--- config.mk ---
export PLATFORM = sky130hd
export DESIGN_NAME = gamma_sequencer
export DESIGN_NICKNAME = d
export VERILOG_FILES = /design/src/rtl/gamma_sequencer.sv
export SDC_FILE = /design/constraint.sdc
export NUM_CORES = 1
export LEC_CHECK = 0
export ABC_AREA = 1
export ABC_CLOCK_PERIOD_IN_PS = 2370
export BUFFER_PORTS_ARGS = -buffer_cell sky130_fd_sc_hd__buf_2
export CAP_MARGIN = 5
export CORE_MARGIN = 5
export CORE_UTILIZATION = 53
export CTS_CLUSTER_DIAMETER = 100
export DETAILED_ROUTE_END_ITERATION = 7
export PLACE_DENSITY = 0.84
export SYNTH_ARGS = -nofsm -noshare
export SYNTH_HDL_FRONTEND = slang
export SYNTH_SLANG_ARGS = --single-unit
export TNS_END_PERCENT = 20
--- constraint.sdc ---
create_clock -name aclk -period 2.37 [get_ports aclk]
set_clock_uncertainty 0.1 [all_clocks]
set_input_delay 0.237 -clock aclk [delete_from_list [all_inputs] [get_ports aclk]]
set_output_delay 0.237 -clock aclk [all_outputs]
set_load 0.02 [all_outputs]
--- src/rtl/gamma_sequencer.sv ---
// gamma_sequencer: gamma-cycle controller that frames grst, turns queued spike
// times into fixed-width input pulses and timestamps the first rise of q.
module gamma_sequencer #(
   parameter int GAMMA_CYCLE_WIDTH = 16,
   parameter int PULSE_WIDTH = 8,
   parameter int N_IN = 2,
   parameter int TW = 4
) (
   input  logic aclk,
   input  logic rst,
   input  logic en,
   input  logic op_valid,
   output logic op_ready,
   input  logic [N_IN-1:0] op_spike,
   input  logic [N_IN*TW-1:0] op_time,
   output logic grst,
   output logic [N_IN-1:0] pulse_out,
   input  logic q,
   output logic gamma_start,
   output logic res_valid,
   output logic res_none,
   output logic [TW-1:0] res_time
);
   typedef enum logic {IDLE, RUN} state_t;
   state_t state_q, state_d;
   logic [TW-1:0] cnt_q, cnt_d, win_t, nxt_t, rt_q, rt_d, res_time_q;
   logic cap_q, cap_d, last, wrap, xfer, hit;
   logic pend_full_q, pend_full_d, op_ready_q, grst_q, gamma_start_q, res_valid_q, res_none_q;
   logic [N_IN-1:0] pend_spk_q, pend_spk_d, act_spk_q, act_spk_d, pulse_q, pulse_d;
   logic [N_IN*TW-1:0] pend_tm_q, pend_tm_d, act_tm_q, act_tm_d;

   assign last = state_q == RUN && cnt_q == TW'(GAMMA_CYCLE_WIDTH - 1);
   assign wrap = state_q == IDLE || last;
   assign xfer = op_valid && op_ready_q;
   assign win_t = cnt_q - TW'(1);
   assign hit = state_q == RUN && cnt_q != '0 && q && !cap_q;

   always_comb begin
      state_d = wrap ? (en ? RUN : IDLE) : state_q;
      cnt_d = wrap ? '0 : cnt_q + TW'(1);
      nxt_t = cnt_d - TW'(1);
      cap_d = cap_q | hit;
      rt_d = hit ? win_t : rt_q;
      pend_full_d = !last && (pend_full_q || xfer);
      pend_spk_d = (xfer && !last) ? op_spike : pend_spk_q;
      pend_tm_d = (xfer && !last) ? op_time : pend_tm_q;
      // an empty slot at the boundary lets a same-cycle transfer skip the pending stage
      act_spk_d = !last ? act_spk_q : pend_full_q ? pend_spk_q : xfer ? op_spike : '0;
      act_tm_d = !last ? act_tm_q : pend_full_q ? pend_tm_q : xfer ? op_time : '0;
      pulse_d = '0;
      for (int i = 0; i < N_IN; i++)
         pulse_d[i] = state_d == RUN && cnt_d != '0 && act_spk_q[i]
            && {1'b0, nxt_t} >= {1'b0, act_tm_q[i*TW +: TW]}
            && {1'b0, nxt_t} < {1'b0, act_tm_q[i*TW +: TW]} + (TW+1)'(PULSE_WIDTH);
   end

   always_ff @(posedge aclk) begin
      if (rst) begin
         state_q <= IDLE;
         cnt_q <= '0;
         cap_q <= 1'b0;
         rt_q <= '0;
         pend_full_q <= 1'b0;
         pend_spk_q <= '0;
         pend_tm_q <= '0;
         act_spk_q <= '0;
         act_tm_q <= '0;
         op_ready_q <= 1'b0;
         grst_q <= 1'b1;
         pulse_q <= '0;
         gamma_start_q <= 1'b0;
         res_valid_q <= 1'b0;
         res_none_q <= 1'b0;
         res_time_q <= '0;
      end else begin
         state_q <= state_d;
         cnt_q <= cnt_d;
         cap_q <= cap_d && !last;
         rt_q <= last ? '0 : rt_d;
         pend_full_q <= pend_full_d;
         pend_spk_q <= pend_spk_d;
         pend_tm_q <= pend_tm_d;
         act_spk_q <= act_spk_d;
         act_tm_q <= act_tm_d;
         op_ready_q <= !pend_full_d;
         grst_q <= state_d == IDLE || cnt_d == '0;
         pulse_q <= pulse_d;
         gamma_start_q <= state_d == RUN && cnt_d == '0;
         res_valid_q <= last;
         if (last) begin
            res_none_q <= !cap_d;
            res_time_q <= cap_d ? rt_d : '0;
         end
      end
   end

   assign op_ready = op_ready_q;
   assign grst = grst_q;
   assign pulse_out = pulse_q;
   assign gamma_start = gamma_start_q;
   assign res_valid = res_valid_q;
   assign res_none = res_none_q;
   assign res_time = res_time_q;
endmodule

# == Yosys cells after proc, flatten, opt, wreduce, memory -nomap -nowiden ==
# Index checks and enable logic that the tools add are counted.
# totals
output_inout_bits,11
elab_cells,65
regBits,42
input_bits,15
# classes
eq_ne,1
reduce_logical,27
n_lt_le_gt_ge,4
n_bitwise,3
n_addsub,5
n_mux,9
# ops
operator,count
1-bit logical AND,16
8-bit 2-to-1 mux,2
4-bit 2-to-1 mux,3
"4-bit by 4-bit adder with 5-bit output, second input constant",2
4-bit by 5-bit less-than comparator with 1-bit output,2
4-bit >= comparator,2
4-bit nonzero test,2
"4-bit by 1-bit subtractor with 4-bit output, second input constant",2
"4-bit by 1-bit adder with 4-bit output, second input constant",1
"4-bit equality test, second input constant",1
1-bit logical NOT,4
4-bit logical NOT,1
2-bit 2-to-1 mux,2
1-bit logical OR,3
1-bit 2-to-1 mux,2
1-bit inverter,2
2-bit OR reduction,1
1-bit OR,1

# == Depth between registers and ports, before layout ==
# Gate-level depths: netlist of run 1.
# logic_depth
ltp_word,9
ltp_mapped,15
mapped_depth_nobuf,15

# == Worst setup path after synthesis of run 1 ==
# OpenSTA, ideal clock, no wires.
# synth_path
kind,reg2reg
from,register cnt_q[0]
to,"register pulse_q[1], in the netlist pulse_out[1]"
n_path_buf,0
stages_incl_launch_ff,15
setup_slack_ps,294
required_ps,2153
synth_period_minus_slack_ps,2076
setup_time_ps,117
arrival_time_ps,1859
cell_sequence,dfxtp_1 -> ha_1 -> nand3_1 -> nand2_1 -> inv_2 -> nand2_1 -> ha_1 -> xor2_1 -> ha_1 -> nand2_1 -> inv_1 -> nand3_1 -> nand3_1 -> nand3_1 -> nor2_1
# synth_between
elab_chain_cells,9
word_cells_on_any_way,14
cone_classes,add/sub (2); order compare (2); eq/ne (1); mux (2); reduce/logical (7)
# synth_lines
item,line_no,text
from (decl),26,"logic [TW-1:0] cnt_q, cnt_d, win_t, nxt_t, rt_q, rt_d, res_time_q;"
from (signal assigned),77,cnt_q <= cnt_d;
branches (longest 8 deep; another with 4-bit by 1-bit adder with 4-bit output),-,
1-bit logical AND *,54,"&& {1'b0, nxt_t} < {1'b0, act_tm_q[i*TW +: TW]} + (TW+1)'(PULSE_WIDTH);"
to (signal assigned),87,pulse_q <= pulse_d;
to (decl),29,"logic [N_IN-1:0] pend_spk_q, pend_spk_d, act_spk_q, act_spk_d, pulse_q, pulse_d;"
# Every way passes the cells marked *.
# A chain may end at the register's enable or synchronous reset.

# == Final worst setup path of run 1 ==
# layout_path
from,register cnt_q[0]
to,"register pulse_q[0], in the netlist pulse_out[0]"
# Same word-level chain as after synthesis.

==> flow_results.org, run 1 <==
** Placement
- The count of buffers added on input and output ports is 25.
- Routability-driven placement finished with a final weighted congestion of 0.898.
- Summed over all nets, the half-perimeter wirelength after detailed placement is 3040 um.
- Placed cells :: 343

** GRT
- The first global-routing pass estimated 6860 um of wire.
- The number of global-route vias before repair is 1585.
- Antenna violations before repair :: 0
- Overall fraction of global-route tracks in use :: 16.6%
- For this run the aggregate overflow at the end of global routing stands at 0.
- Largest net degree at the start of global routing :: 14

** Detailed routing
- DR DRC count :: 0
- Drt first-iter violations :: 86
- Total length of routed wires :: 4060 um
- Iteration count of the initial detailed-routing pass :: 4
- Number of vias per cell :: 5.00
- Via count of the routed design :: 1760
- WL/cell :: 11.5 um
- The count of nets left with antenna violations once routing finished came out at 0.

** Critical path
- Of all nets on the critical path, the largest fanout is 5.
- Required time of the worst setup path :: 2.46 ns
- Broken down by cell family, the worst path's largest delay share belongs to adder cells.
- Sum of buffers and inverters on the critical path :: 3
- The worst setup path is launched from a register.
- Arrival time reported for the critical path endpoint :: 2.30 ns
- STA classifies the critical path endpoint as a register.
- Walking the worst path, the cells encountered are ha_2, nand3_1, nand2_1, inv_2, nand2_2, ha_1, inv_1, ha_1, inv_1, o21bai_1, nand2_1, nand2_1, nand2_1, nand3_1, nor2_1.
- CP most frequent cell :: nand2_1
- Biggest cell delay along the critical path :: 0.36 ns
- The critical path in this run is classified as reg -> reg.
- For flop-to-flop paths, the worst setup slack is 0.16 ns.
- On the critical path, the stage with the largest delay is an instance of dfxtp_4.

** Clock tree
- Count of hold buffers inserted by post-cts repair :: 0
- Buffer cell driving the clock tree root :: clkbuf_8
- CTS Buf Count :: 5
- TritonCTS built the clock tree.
- No sink is reached through more buffers than the 2 on the longest clock path.
- CTS Sinks :: 42
- In this run the number of H-tree levels came out at 2.
- After clock tree synthesis, the clock-pin slew on the worst setup and hold paths is 0.08 ns.
- Clock latency on the worst-skew pair, taken at its later pin, is 0.30 ns.

** Die
- In this run the vertical extent of the chip is 72.1 um.
- Floorplan die width :: 72.1 um
- The initialized floorplan defines 22 standard-cell rows.
- Overall die area :: 5200 um2
- Top-level port count :: 26
- The core region is 3690 um2.
- Effective utilization at floorplan :: 55.4%

** Layout
- For this run, the post-layout net count is 334.
- Leaving out fill and tap cells, the most frequent cells in the layout are nand2_1 (55), nor2_1 (47), dfxtp_1 (40).
- The multi-input combinational cells in the finished layout cover a total of 1010 um2.
- The number of antenna diodes in the final layout is 0.
- Measured on the finished design, the core utilization comes to 62.3%.
- Share of final-layout standard cells stronger than drive strength 1 :: 17.8%
- Leaving out fill and tap cells, the most frequent cell in the layout is nand2_1.
- Relative to the synthesized area, the layout overhead comes to 12.6%.
- Final instance count without filler cells :: 352
- Sequential cell area :: 846 um2
- The filler cells instantiated in the layout total 348.

** STA
- The worst pin sits at a relative slew slack of 73.2%.
- Setup violations remaining at the end of the flow were counted as 0.
- Final cycle utilization of the critical path :: 93.0%
- Transition time of the tightest slew-check pin :: 0.402 ns
- The number of failing hold endpoints at the final stage came to 0.
- Count of pins over their slew limit :: 0
- Max Freq :: 0.453 GHz
- Post-layout minimum cycle time :: 2.21 ns
- Unrepaired setup endpoints after global routing :: yes

** Yosys
- Number of warnings printed during yosys synthesis :: 0
- Post-Synthesis Cell Area :: 2040 um2
- Proportion of synthesized chip area in sequential cells :: 41.2%
- Number of library cell types mapped by synthesis :: 27
- Synthesized instance count :: 276
- Number of storage elements in the synthesis netlist :: 42
- The number of nets in the synthesized netlist is 307.
- A synthesized cell averages 7.40 um2.

** Power and ir drop
- IR Drop Worst-Case VDD :: 437 uV
- For this design the static power due to leakage is 0.00113 uW.
- In this run the power density over the cells is 611 nW/um2.

** Min path
- Class of the worst hold path :: in -> reg

** Outcome
- Result of the run :: finished clean

** Run
- Total of max-cap violations :: 0
[cell type report]
cell class / count / share of cell area (%)
Clock buffer: 7 / 3.75
Clock inverter: 1 / 0.381
Inverter: 37 / 6.04
Multi-Input combinational cell: 189 / 44.0
Sequential cell: 42 / 36.8
Tap cell: 48 / 2.61
Timing Repair Buffer: 28 / 6.42
[synth_stat cells (all sizes together)]
cell / count / share of area, %
a21oi: 14 / 3.4
o21ai: 16 / 4.1
o22ai: 8 / 2.4
clkbuf: 3 / 0.61
nand2: 60 / 12
nand4: 4 / 1.2
buf: 5 / 2.4
o21bai: 2 / 0.73
nand3: 14 / 3.9
and2: 2 / 0.61
nor2: 48 / 9.2
dfxtp: 42 / 41
xor2: 2 / 0.86
ha: 16 / 9.8
a211oi: 2 / 0.73
clkinv: 1 / 0.18
inv: 36 / 6.6
nor3: 1 / 0.49
[metrics by stage]
step / total power (uW) / area [um2] / setup WS, ns / hold WS (ns) / setup TNS [ns]
after floorplan: 887 / 2040 / 0.294 / 0.287 / 0
after global placement: 926 / 2180 / 0.150 / 0.334 / 0
after detailed placement: 932 / 2180 / 0.0812 / 0.338 / 0
after CTS: 1420 / 2280 / 0.0448 / 0.0910 / 0
after global routing: 1480 / 2300 / -0.0201 / 0.0976 / -0.0375
final: 1410 / 2300 / 0.165 / 0.103 / 0
[worst paths after layout]
kind                            depth (start not counted)                     start                       end
worst min register to register                          2  res_time[1]$_SDFFE_PP0P_  res_time[1]$_SDFFE_PP0P_
worst max-delay path                                   15       cnt_q[0]$_SDFF_PP0_   pulse_out[0]$_SDFF_PP0_
worst max register to register                         15       cnt_q[0]$_SDFF_PP0_   pulse_out[0]$_SDFF_PP0_
worst min-delay path                                    3                        en        state_q$_SDFF_PP0_
[power breakdown]
group,total [uW],switching (uW),internal (uW)
logic,178,110,68.5
clock network,486,246,241
registers,742,14.7,727
[what timing repair did]
item | CTS | global route
resized for setup | 0 | 8
endpoints found under the setup margin | 0 | 2
buffers inserted | 0 | 1
[state kept, by name, summed over array words and instances (netlist names), 2 cells and up]
signal      cells
res_time        4
act_tm_q        8
pend_spk_q      2
rt_q            4
cnt_q           4
pulse_out       2
act_spk_q       2
pend_tm_q       8
[per-layer routing]
layer	up-vias	track usage (%)	wire [um]
met1	784	21.3	1830
met3	7	5.26	248
met5	-	0	0
met2	36	25.7	1880
met4	0	7.10	99
li1	933	-	-
[cell families after synthesis]
family | synth area share (%)
fa+ha+maj | 9.80
flops | 41.2
compound gates | 11.5
buf+inv | 9.80
xor+xnor | 0.857
simple gates | 26.9
[worst min-delay path: cells and delay by family]
family,cells,cell delay (ns)
simple gates,2,0.14
buf+inv,1,0.08
Power figures use the tool's default switching activity.
==> run 2: changes to the inputs <==
Settings changed: CTS_BUF_LIST set to sky130_fd_sc_hd__clkbuf_4 sky130_fd_sc_hd__clkbuf_8 sky130_fd_sc_hd__clkbuf_16.
==> run 2 against run 1 <==
First-iteration DRC count increased by 17%. Cell count unchanged. Core utilization increased by 0.98 points. Register-to-register slack barely moved. Hold slack worse by 0.0010 ns. Clock power grew 3%. Highest routed layer unchanged.
==> flow_results.org, run 2 (synthesis gave the netlist of run 1 again) <==
** STA
- Tightest hold margin :: 0.102 ns
- Max Freq :: 0.454 GHz
- Count of pins over their slew limit :: 0
- Setup total negative slack on the finished layout was measured at 0 ns.
- Measured against its own limit, the worst slew margin works out to 73.4%.
- The smallest clock period supported by the final layout is computed as 2.20 ns.
- After layout, the worst path uses 92.9% of the clock period.
- Worst-case setup margin in the final layout :: 0.167 ns
- For the pin with the worst max-slew slack, the measured transition is 0.398 ns.
- Setup violations remaining at the end of the flow were counted as 0.
- Final hold violations :: 0

** Min path
- Class of the worst hold path :: in -> reg
- Startpoint of the most critical hold path :: en

** Clock tree
- Clock-pin transition on the worst setup and hold timing paths :: 0.08 ns
- CTS Buf Count :: 5
- The tree is rooted in a clkbuf_8.
- For the worst-skew pair, the clock arrives at the later sink with an insertion delay of 0.30 ns.
- Counting along the longest clock path gives a buffer depth of 2.
- TritonCTS built the clock tree.
- Buffers inserted to repair hold after CTS numbered 0.
- CTS built an H-tree with a depth of 2.
- CTS Sinks :: 42

** Layout
- At the end of the flow the core is filled with cells to 63.3%.
- Number of antenna diodes :: 0
- For this run, the number of standard cells in the final layout without fillers is 352.
- Final net count :: 334
- In the final layout, the registers with the most flip-flops are act_tm_q x8, pend_tm_q x8.
- In the layout the commonest cells are nand2_1 (55), nor2_1 (47), dfxtp_1 (40).
- Of the cells placed in the final design, the portion with a size suffix greater than 1 is 19.4%.
- The library cell used most frequently in the layout, excluding fill and tap cells, is nand2_1.
- The area growth from synthesis to layout is 14.3%.

** Run
- The tool flagged a number of max-cap violations equal to 0.

** Critical path
- Required time of the worst setup path :: 2.47 ns
- In this run the worst path has a maximum fanout of 5.
- Nature of the critical path startpoint :: register
- In this run the critical register-to-register path is launched from cnt_q[0]$_SDFF_PP0_.
- The worst setup path is captured at a register.
- Worst setup path startpoint :: cnt_q[0]$_SDFF_PP0_
- Arrival time reported for the critical path endpoint :: 2.30 ns
- Critical Setup Path Class :: reg -> reg

** Placement
- Placed cells :: 343
- The HPWL after detailed placement is 3040 um.
- Last weighted congestion value of the routability-driven placer :: 0.898
- Setup slack at placement :: 0.0812 ns
- Count of port buffers added during placement :: 25

** Die
- 26 I/O pins were placed.
- Overall die area :: 5200 um2
- Floorplan die width :: 72.1 um
- After floorplanning, the core was divided into 22 placement rows.
- Core area :: 3690 um2
- The initial utilization of the core area, before any placement, comes to 55.4%.
- The die is 72.1 um tall.

** Detailed routing
- After detailed routing, the number of remaining DRC violations is 0.
- Antenna viol nets, final :: 0
- Using the TritonRoute via totals, the vias-per-cell ratio works out to 4.98.
- Dividing the detail-routed wire length by the instance count gives 11.8 um.
- After detailed routing, the total wire length is 4140 um.
- Summing over every cut layer, the via total after detailed routing is 1754.
- The pre-antenna-repair detailed-routing pass consisted of 4 iterations.
- The first routing iteration left 101 violations.

** Power and ir drop
- Standby leakage power :: 0.00114 uW
- Fraction of power consumed by the clock network :: 34.9%
- Sw power :: 376 uW
- Pwr per Cell Area :: 611 nW/um2
- Combinational cells account for 13.1% of the total power.
- Internal power contribution :: 1050 uW
- Sequential cells burn 52.0% of the power.
- IR Drop Worst-Case VDD :: 415 uV
- Sw Ratio :: 26.3%

** GRT
- After global routing the overflow that remains totals 0.
- The number of global-route vias before repair came to 1617.
- Largest net degree at the start of global routing :: 14
- In the global route stage, overall resource usage came out at 17.0%.
- The number of antenna violations at the first check in global routing is 0.
- The first global-routing pass estimated 6980 um of wire.

** Outcome
- Result of the run :: finished clean
==> run 2: power groups by stage <==
stage	Combinational, uW	Sequential [uW]	Clock, uW
floorplan	129	758	0
global placement	168	758	0
detailed placement	173	759	0
CTS	174	742	511
global route	213	745	543
finish	187	742	499
==> run 2: worst paths after layout <==
check | slack [ns] | cells past startpoint | endpoint
setup reg to reg | 0.17 | 13 | pulse_out[0]$_SDFF_PP0_
hold / removal | 0.10 | 3 | state_q$_SDFF_PP0_
setup / recovery | 0.17 | 13 | pulse_out[0]$_SDFF_PP0_
hold reg to reg | 0.35 | 2 | res_time[1]$_SDFFE_PP0P_
==> run 2: per-layer routing <==
layer | share of wire, % | wire (um) | global-route usage, %
met5 | 0 | 0 | 0
met4 | 2.1 | 85 | 7.72
met3 | 6.1 | 253 | 5.40
met2 | 47 | 1940 | 26.8
met1 | 45 | 1860 | 21.0
==> run 2: critical path, cell delays in order, from the launching register on <==
cell and delay, ns:
dfxtp_4 0.37, inv_1 0.10, ha_1 0.36, nand2_4 0.08
ha_1 0.29, inv_2 0.05, ha_4 0.26, inv_1 0.03
o21bai_1 0.16, nand2_1 0.07, nand2_1 0.06, nand2_1 0.05
nand3_1 0.06, nor2_1 0.04
==> run 2: what timing repair did <==
action,CTS,global route
endpoints found under the setup margin,0,2
gates resized for setup,0,14
hold endpoints to repair,0,0
setup buffers,0,1
==> run 2: final cells by class <==
| cell class | count | area (um2) |
|---|---|---|
| Tap cell | 48 | 60.1 |
| Inverter | 37 | 139 |
| Clock inverter | 1 | 8.76 |
| Fill cell | 336 | 1350 |
| Sequential cell | 42 | 846 |
| Multi-Input combinational cell | 189 | 1040 |
| Timing Repair Buffer | 28 | 148 |
| Clock buffer | 7 | 90.1 |
==> run 2: through the flow <==
step / total power (uW) / cell area [um2]
floorplan: 887 / 2040
global placement: 926 / 2180
detailed placement: 932 / 2180
CTS: 1430 / 2280
global route: 1500 / 2340
finish: 1430 / 2340
==> run 3: changes to the inputs <==
Settings changed: PLACE_DENSITY 0.84 to 0.77.
==> run 3 against run 2 <==
Power rose by 0.77%. Register-to-register slack got worse by 0.06 ns. Global-route usage fell by 0.24 points. Sequential share of layout area fell by 1.1 points. Fmax fell by 2.7%. Critical path depth did not move. Combinational power rose by 5%. Critical path type unchanged. Highest routed layer unchanged.
==> flow_results.org, run 3 (synthesis gave the netlist of run 1 again) <==
** Placement
- Count of port buffers added during placement :: 25
- At the end of routability-driven placement, the weighted congestion stood at 0.865.
- Placement-stage cell area :: 2180 um2
- Once detailed placement completed, the half-perimeter wirelength came to 2970 um.

** Layout
- Compared with the post-synthesis result, the final layout area differs by 18.3%.
- Share of final-layout standard cells stronger than drive strength 1 :: 22.1%
- Number of filler cells placed in the layout :: 336
- After the last flow step, the layout net total stands at 337.
- 0 antenna diodes ended up in the layout.
- Registers with the most flip-flops :: act_tm_q x8, pend_tm_q x8
- After routing the design area is 2420 um2.
- The library cell used most frequently in the layout, excluding fill and tap cells, is nand2_1.
- The library cells used most frequently in the layout, excluding fill and tap cells, are nand2_1 (54), nor2_1 (47), dfxtp_1 (39).

** Min path
- Startpoint of the most critical hold path :: en
- The min-delay analysis places its worst path in the category in -> reg.
- Min-Delay Endpoint :: state_q$_SDFF_PP0_
- Cell depth of the worst hold path :: 3

** STA
- Setup violations remaining at the end of the flow were counted as 0.
- For the pin with the worst max-slew slack, the measured transition is 0.404 ns.
- The number of failing hold endpoints at the final stage was 0.
- Post-layout minimum cycle time :: 2.26 ns
- Final cycle utilization of the critical path :: 95.5%
- Summed over all failing endpoints, the final setup total negative slack is 0 ns.
- Headroom to the max-slew limit came out at 73.0%.
- The number of slew-limit violations in the final report was 0.
- Max Freq :: 0.442 GHz

** Clock tree
- CTS Buf Count :: 5
- CTS Sinks :: 42
- Buffers from clock root to sink, at most :: 2
- CTS tree :: yes
- CTS placed an instance of clkbuf_8 at the clock tree root.
- Clock-pin slew was measured on the worst setup and hold paths at 0.08 ns.
- Clock latency on the worst-skew pair, taken at its later pin, is 0.30 ns.
- Number of H-tree levels :: 2

** Detailed routing
- Number of vias per cell :: 4.92
- Via count of the routed design :: 1748
- The count of nets left with antenna violations once routing finished came out at 0.
- Before antenna repair, the detailed router went through 4 iterations.
- Dividing the detail-routed wire length by the instance count gives 11.6 um.
- Drt first-iter violations :: 80
- DR DRC count :: 0
- Total length of routed wires :: 4120 um

** Die
- Overall die area :: 5200 um2
- During I/O placement, the number of pins put on the boundary was 26.
- Floorplan die height :: 72.1 um
- Core area :: 3690 um2
- In this run the horizontal extent of the chip is 72.1 um.
- Number of cell rows :: 22
- Effective utilization at floorplan :: 55.4%

** Critical path
- Number of cells on the worst reg-to-reg path :: 13
- The worst setup path is launched from a register.
- In this run the critical register-to-register path is captured at pulse_out[0]$_SDFF_PP0_.
- The worst setup path is captured at a register.
- The critical path in this run is classified as reg -> reg.
- STA puts the critical path data required time at 2.46 ns.
- The startpoint identified for the worst register-to-register timing path is cnt_q[0]$_SDFF_PP0_.
- STA puts the critical path data arrival time at 2.36 ns.
- Maximum fanout along the worst path :: 5
- Across all register-to-register paths, the minimum setup slack is 0.11 ns.

** GRT
- Entering global routing, the biggest net connects 14 pins.
- The number of global-route vias before repair came to 1599.
- Overall fraction of global-route tracks in use :: 16.7%
- Gr ovfl total :: 0
- The first global-routing pass estimated 6850 um of wire.
- The number of antenna violations at the first check in global routing came to 0.

** Power and ir drop
- Standby leakage power :: 0.00115 uW
- Net switching is 26.5% of the power.
- The completed layout was analyzed and its total power is 1440 uW.
- In this run, flip-flops and latches consume 51.6% of the power.
- Per report_power, the clock group accounts for 34.8% of the total.
- Pwr per Cell Area :: 595 nW/um2
- The worst-case IR drop observed on VDD is 520 uV.
- Combinational logic burns 13.6% of the power.
- Internal power contribution :: 1060 uW
- The analysis attributes to net switching a power of 381 uW.

** Run
- Total of max-cap violations :: 0

** Outcome
- Result of the run :: finished clean
run 3: changes by cell type in the layout (fill, tap and decap cells not counted), sizes merged:
cell	previous run	this run
buf	28	31
clkinvlp	0	1
inv	37	36
run 3: worst max path at each step:
stage,from,endpoint,slack [ns],cells after the start
floorplan,cnt_q[0]$_SDFF_PP0_,pulse_out[1]$_SDFF_PP0_,0.29,14
global placement,cnt_q[0]$_SDFF_PP0_,pulse_out[1]$_SDFF_PP0_,0.12,15
detailed placement,cnt_q[0]$_SDFF_PP0_,pulse_out[0]$_SDFF_PP0_,0.03,15
CTS,cnt_q[0]$_SDFF_PP0_,pulse_out[0]$_SDFF_PP0_,0.02,14
global route,cnt_q[0]$_SDFF_PP0_,pulse_out[0]$_SDFF_PP0_,-0.03,12
finish,cnt_q[0]$_SDFF_PP0_,pulse_out[0]$_SDFF_PP0_,0.11,13
run 3: repair_timing:
item	in CTS	in global routing
hold buffers	0	0
resized for setup	1	21
endpoints found under the setup margin	1	2
buffers inserted	0	4
pin swaps	0	12
run 3: power groups by stage:
stage / clock [uW] / combinational [uW] / sequential (uW)
2_1_floorplan: 0 / 129 / 758
3_3_place_gp: 0 / 168 / 758
3_5_place_dp: 0 / 172 / 759
4_1_cts: 516 / 174 / 742
5_1_grt: 553 / 225 / 746
6_report: 500 / 196 / 742
run 3: worst max-delay path, stage by stage (launching register included):
cell        delay (ns)
dfxtp_4           0.40
clkinvlp_4        0.16
ha_4              0.32
nand2_4           0.06
ha_1              0.27
inv_1             0.07
ha_4              0.27
inv_1             0.03
o21bai_1          0.17
nand2_1           0.07
nand2_1           0.07
nand2_1           0.05
nand3_1           0.08
nor2_1            0.04
run 3: area by class of cell:
class	count	area (um2)	share of cell area (%)
clock buffer	7	90.1	3.73
clock inverter	1	8.76	0.362
inverter	37	143	5.90
multi-input combinational	189	1100	45.3
sequential	42	850	35.1
tap	48	60.1	2.48
timing repair buffer	31	170	7.04
run 3: per-layer routing:
layer  part of all wire, %  wire [um]  vias up  global-route usage (%)
li1                      -          -      936                       -
met1                    45       1840      769                    20.7
met2                    47       1950       34                    26.7
met3                   5.9        243        9                    5.54
met4                   2.0         82        0                    6.68
met5                     0          0        -                       0
run 3: per-stage QoR:
stage / std cells / hold slack [ns] / setup slack, ns / util (%)
floorplan: 276 / 0.287 / 0.294 / -
global placement: 343 / 0.334 / 0.119 / 59.2
detailed placement: 343 / 0.339 / 0.0324 / 59.2
CTS: 351 / 0.0812 / 0.0226 / 61.9
global route: 355 / 0.106 / -0.0319 / 65.5
finish: 355 / 0.0884 / 0.106 / 65.5
